==> src/rtl/mux3_rr_arbiter.sv <==
// Round-robin select stage for a 3:1 datapath mux: arbitrates three valid/ready
// sources, registers the winning word and drives the registered select pair.
module mux3_rr_arbiter #(
    parameter int DW = 32
) (
    input  logic          clk,
    input  logic          rst,
    input  logic          a0_valid,
    input  logic [DW-1:0] a0_data,
    output logic          a0_ready,
    input  logic          a1_valid,
    input  logic [DW-1:0] a1_data,
    output logic          a1_ready,
    input  logic          a2_valid,
    input  logic [DW-1:0] a2_data,
    output logic          a2_ready,
    output logic          out_valid,
    output logic [DW-1:0] out_data,
    input  logic          out_ready,
    output logic          sl0,
    output logic          sl1
);

    typedef enum logic {
        EMPTY = 1'b0,
        FULL  = 1'b1
    } state_t;

    typedef enum logic [1:0] {
        SRC0 = 2'd0,
        SRC1 = 2'd1,
        SRC2 = 2'd2
    } src_t;

    state_t          state_q, state_d;
    src_t            last_grant_q, last_grant_d;
    src_t            win;
    logic [DW-1:0]   data_q, data_d;
    logic [1:0]      sl_q, sl_d;
    logic [2:0]      valid_vec;
    logic            any_valid;
    logic            ld;
    logic            take;

    assign valid_vec = {a2_valid, a1_valid, a0_valid};
    assign any_valid = |valid_vec;
    assign out_valid = (state_q == FULL);
    assign ld        = ~out_valid | out_ready;
    // A reset cycle never accepts a word, so ready is suppressed while rst is high.
    assign take      = ld & any_valid & ~rst;

    // Priority rotates to start just after the previous winner.
    always_comb begin
        // NOTE: every always_comb output gets a default first so no path leaves it unassigned (no latch).
        win = SRC0;
        unique case (last_grant_q)
            SRC0: begin
                if      (a1_valid) win = SRC1;
                else if (a2_valid) win = SRC2;
                else               win = SRC0;
            end
            SRC1: begin
                if      (a2_valid) win = SRC2;
                else if (a0_valid) win = SRC0;
                else               win = SRC1;
            end
            default: begin
                if      (a0_valid) win = SRC0;
                else if (a1_valid) win = SRC1;
                else               win = SRC2;
            end
        endcase
    end

    assign a0_ready = take & (win == SRC0) & a0_valid;
    assign a1_ready = take & (win == SRC1) & a1_valid;
    assign a2_ready = take & (win == SRC2) & a2_valid;

    always_comb begin
        state_d      = state_q;
        last_grant_d = last_grant_q;
        data_d       = data_q;
        sl_d         = sl_q;
        if (ld) begin
            if (any_valid) begin
                state_d      = FULL;
                last_grant_d = win;
                unique case (win)
                    SRC0:    begin data_d = a0_data; sl_d = 2'b00; end
                    SRC1:    begin data_d = a1_data; sl_d = 2'b01; end
                    default: begin data_d = a2_data; sl_d = 2'b10; end
                endcase
            end else begin
                state_d = EMPTY;
            end
        end
    end

    always_ff @(posedge clk) begin
        // NOTE: sequential state uses non-blocking assignments so all registers update together.
        if (rst) begin
            state_q      <= EMPTY;
            last_grant_q <= SRC2;
            data_q       <= '0;
            sl_q         <= 2'b00;
        end else begin
            state_q      <= state_d;
            last_grant_q <= last_grant_d;
            data_q       <= data_d;
            sl_q         <= sl_d;
        end
    end

    assign out_data = data_q;
    assign sl1      = sl_q[1];
    assign sl0      = sl_q[0];

    a_no_x_ctrl: assert property (@(posedge clk) disable iff (rst)
        !$isunknown({a0_valid, a1_valid, a2_valid, out_ready}))
        else $error("unknown value on valid/out_ready");

    a_ready_onehot: assert property (@(posedge clk)
        $onehot0({a2_ready, a1_ready, a0_ready}))
        else $error("more than one ready asserted");

endmodule

==> config.mk <==
export PLATFORM = sky130hd
export DESIGN_NAME = mux3_rr_arbiter
export DESIGN_NICKNAME = d
export VERILOG_FILES = /design/src/rtl/mux3_rr_arbiter.sv
export SDC_FILE = /design/constraint.sdc
export NUM_CORES = 1
export LEC_CHECK = 0
export ABC_AREA = 1
export CAP_MARGIN = 20
export CORE_MARGIN = 5
export CORE_UTILIZATION = 39
export CTS_BUF_LIST = sky130_fd_sc_hd__clkbuf_16
export CTS_CLUSTER_SIZE = 25
export DETAILED_ROUTE_END_ITERATION = 7
export GPL_TIMING_DRIVEN = 0
export PLACE_DENSITY = 0.95
export RECOVER_POWER = 25
export SLEW_MARGIN = 20
export SYNTH_ARGS = -nofsm -noshare
export SYNTH_HDL_FRONTEND = slang
export SYNTH_SLANG_ARGS = --single-unit
==> constraint.sdc <==
create_clock -name clk -period 3.2 [get_ports clk]
set_clock_uncertainty 0.05 [all_clocks]
set_input_delay 0.32 -clock clk [delete_from_list [all_inputs] [get_ports clk]]
set_output_delay 0.32 -clock clk [all_outputs]
set_load 0.02 [all_outputs]
# After elaboration in Yosys (flattened, before gate mapping)

Index checks and enable logic that the tools add are counted.

Output and inout port bits: 38
Logic and storage cells: 32
Input port bits: 102
Register bits: 37

Equality and inequality tests: 3
Reduce and logical (&&, ||, !) cells: 4
Multiplexer cells: 10
Bitwise gates (word level): 11

Operators by type and width:

| kind                                           | number |
|---|---|
| one-hot mux 32 bit (2 select lines)            | 1 |
| two-way mux 2 bit                              | 5 |
| AND 1 bit                                      | 8 |
| one-hot mux 2 bit (2 select lines)             | 2 |
| == test 2 x 1 -> 1 bit (second input constant) | 2 |
| zero test 2 bit                                | 2 |
| OR reduction 3 bit                             | 1 |
| == test 2 bit (second input constant)          | 1 |
| two-way mux 1 bit                              | 2 |
| inverter 1 bit                                 | 2 |
| AND reduction 2 bit                            | 1 |
| bitwise OR 1 bit                               | 1 |

# Depth between registers and ports, before layout

Depth in word-level cells: 6
Mapped depth: 10
Depth with buffers taken out: 9

# Worst setup path before layout

Ideal clock, no wire load.

Path type: register -> output
From: register last_grant_q[1]
To: output a0_ready
Cell stages (with the launch flop): 6
Slack: 1.499 ns
Arrival: 1.331 ns
Path buffers: 1
Required time: 2.830 ns
Cell sequence: dfxtp_1 > nor2_1 > nand2_1 > nand3_4 > buf_2 > nor3_1

Word-level cells in the longest chain between the ends: 5
Elaborated cells on any way between the ends: 6
Classes of those cells: eq/ne: 1; mux: 1; bitwise: 2; reduce/logical: 2

RTL lines:

| item                                                      | RTL line | text |
|---|---|---|
| start, declared                                           | 36       | `src_t last_grant_q, last_grant_d;` |
| start signal, assigned                                    | 108      | `last_grant_q <= last_grant_d;` |
| == test 2 x 1 -> 1 bit or zero test 2 bit (tied branches) | 56       | `unique case (last_grant_q)` |
| one-hot mux 2 bit (2 select lines) (*)                    | 56       |  |
| zero test 2 bit (*)                                       | 75       | `assign a0_ready = take & (win == SRC0) & a0_valid;` |
| AND 1 bit (*) (2 in a row)                                | 75       |  |
| end, declared                                             | 10       | `output logic a0_ready,` |

Mark *: on every way between the ends. The rest lies on a longest branch, timed or not.

# Worst setup path after layout

From: input a1_valid
To: output a2_ready

Word-level cells in the longest chain between the ends: 6
Elaborated cells on any way between the ends: 10
Classes of those cells: eq/ne: 1; mux: 4; bitwise: 4; reduce/logical: 1

RTL lines:

| item                               | RTL line | text |
|---|---|---|
| start, declared                    | 11       | `input logic a1_valid,` |
| two-way mux 2 bit                  | 69       | `else if (a1_valid) win = SRC1;` |
| two-way mux 2 bit                  | 68       | `if (a0_valid) win = SRC0;` |
| one-hot mux 2 bit (2 select lines) | 56       |  |
| == test 2 bit                      | 77       | `assign a2_ready = take & (win == SRC2) & a2_valid;` |
| AND 1 bit (*) (2 in a row)         | 77       |  |
| end, declared                      | 16       | `output logic a2_ready,` |

Marks and branches as above.

==> impl_results.md <==
* Share of cells above drive strength 1 at 5.21%
* GPL Wtd Cong at 0.848
* Non-Filler Instances at 569
* First-pass GRT wire length at 12,200 um
* Comb pwr share at 37.2%
* Number of flops mapped to enable cells by yosys at 0
* Top cells by area, synth: dfxtp_1, nand2_1, nor2_1
* Pins Over Slew Limit at 0
* Net Count, Synth at 455
* Yosys reg bits at 37
* DP Wirelength at 6020 um
* Setup Viol. Count Final at 0
* DRT iter0 DRCs at 81
* Post-route clock period utilization at 85.4%
* Buf/Inv on CP at 5
* Final min period at 2730 ps
* CP cell instances: clkdlybuf4s50_1 -> inv_2 -> nand2_1 -> o21ai_0 -> inv_1 -> buf_2 -> nand2_1 -> nor2_1 -> clkdlybuf4s50_1
* CP Depth at 9
* VDD IR max at 0.000325 V
* Root buf cell: clkbuf_16
* Hold Vio Cnt, Final at 0
* Antenna viol nets, final at 0
* Vias in the first global route at 2,678
* Placed Cells at 562
* Initial Util at 40.8%
* # diodes at 0
* MaxCap Viol Count at 0
* R2r endpoint: out_data[17]
* Cell taking the most area after synthesis: dfxtp_1
* Synthesized instance count at 353
* P_int at 1080 uW
* Worst R2R Setup Slack at 1560 ps
* I/O Buffers at 139
* CTS tree: yes
* Via count at 2,681
* Slew @ Worst Pin at 530 ps
* First-pass detailed-route iteration total at 4
* Number of vias per cell at 4.71
* Worst Setup SP: a1_valid
* Data arrival, critical path at 2360 ps
* Crit Path Max Fanout at 10
* Core area at 0.00520 mm2
* Hold Path Class: register to register
* CP peak stage delay at 620 ps
* Number of remaining DRC errors at 0
* Post-CTS resize count at 0
* R2R Path Start: out_valid
* Cell Rows at 26
* Crit Path Category: input pin to output port
* RSZ-0062 raised after global routing: false
* Worst Hold Slack at 419 ps
* Top-area cell type share of the netlist area at 34.9%
* Nets@finish at 601
* Setup Buffers After CTS at 0
* Cts hold-fix bufs at 0
* CTS Buffer Depth at 2
* Slowest CP cell: clkdlybuf4s50_1
* Net Sw Power at 486 uW
* Placed Area at 0.00360 mm2
* Reg2reg path depth at 8
* CTS clk-pin slew, worst paths at 50 ps
* Clock Latency Late Sink at 270 ps
* Switching share of total power at 31.0%
* Seq pwr share at 34.4%
* Grt total ovfl at 0
* CTS Buf Count at 5
* Status: complete, no violations
* H-tree Lvls at 2
* Number of distinct library cells after synthesis at 19
* Clock share of power at 28.4%
* Initial antenna violation count at 0
* Area added between synthesis and finish at 75.7%
* Most frequent cells after synthesis: nand2_1, nor2_1, inv_1
* Hold path start: sl_q[0]
* WL per Instance at 13.1 um
* Most frequent cell after synthesis: nand2_1
* Pwr per Cell Area at 421 mW/mm2
* CP endpoint: a2_ready
* CP delay by family, top: buffers and inverters
* Yosys warns at 0
* # fillers at 440
* Setup_tns at 0 ps
* Worst Setup Start Kind: input pin
* Die W at 83.8 um
* Global Route Usage Sum at 21.0%
* Post-synth ARST share at 0%
* Largest net degree at the start of global routing at 11
* DIE AREA at 0.00702 mm2
* Relative slew slack at 64.6%
* Die H at 83.8 um
* Prevailing post-synth register cell: dfxtp_1
* Clk sink count at 37
* CP endpoint kind: output port
* Sequential-to-total area share from yosys stat at 34.9%
* Synthesized area per cell at 6.01 um2
* WP data required at 2830 ps
* Highest Clock Rate at 366 MHz
* I/O Pins at 140
* Fin area at 0.00373 mm2
* Static Leak at 0.00183 uW
* Drt total wl at 7430 um
* Synthesized area at 0.00212 mm2
## worst register-to-register path: cells and delay by family, from the launching register on
family | cells | cell delay [ps]
simple gates | 2 | 160
buf+inv | 4 | 780
compound gates | 2 | 280
flops | 1 | 330
## cell families after synthesis
logic type	synth area share (%)
flip-flops	34.9
buffers and inverters	13.8
AND/OR/NAND/NOR	42.7
AO/OA/AOI/OAI	8.60
## placed cells by master (no fill, tap or decap)
master	count
nor2_8	1
a21oi_1	26
buf_6	4
clkinv_1	1
clkbuf_16	5
dlygate4sd3_1	16
o21ai_0	9
inv_2	1
clkdlybuf4s50_1	123
nor2_1	70
nand2_2	1
nor3_1	7
dfxtp_1	37
buf_4	3
nor3_2	1
buf_2	9
nand3_1	36
nand3_4	1
clkbuf_1	5
o31ai_1	1
nand2_1	100
inv_1	42
## through the flow
stage	utilization, %	setup WS, ps	total power, uW
floorplan	-	1500	852
detailed placement	69.2	513	1150
finish	71.7	468	1570
global route	71.7	303	1660
CTS	71.8	504	1590
global placement	69.2	533	1130
## worst min path at each step
| stage | depth (start not counted) | to | slack, ps |
|---|---|---|---|
| 2_1_floorplan | 2 | last_grant_q[0] | 430 |
| 3_3_place_gp | 2 | sl_q[1] | 400 |
| 3_5_place_dp | 2 | sl_q[0] | 410 |
| 4_1_cts | 2 | sl_q[0] | 420 |
| 5_1_grt | 2 | sl_q[0] | 440 |
| 6_report | 2 | sl_q[0] | 420 |
## power by group through the flow
stage,combinational [uW],clock [uW],sequential [uW]
floorplan,241,0,610
global placement,582,0,547
detailed placement,594,0,551
CTS,597,456,541
global route,639,477,547
finish,584,446,541
## sequential cells by signal, summed over array words and instances, names as in the netlist
signal,flops
last_grant_q,2
out_valid,1
out_data,32
sl_q,2
## cell type report
cell class                      count  area, um2  share of cell area, %
Timing Repair Buffer              139       1390                   37.3
Multi-Input combinational cell    253       1090                   29.2
Sequential cell                    37        741                   19.9
Inverter                           42        158                   4.23
Buffer                             21        131                   3.52
Clock buffer                        5        125                   3.35
Tap cell                           70       87.6                   2.35
Clock inverter                      2       7.51                  0.201
## per-layer routing
layer / vias up / part of all wire [%] / GRT usage [%]
li1: 1382 / - / -
met1: 1206 / 39 / 22.6
met2: 77 / 52 / 38.8
met3: 16 / 6.3 / 5.82
met4: 0 / 2.5 / 7.89
met5: - / 0 / 0
No activity file was read; power rests on OpenSTA's default activity.
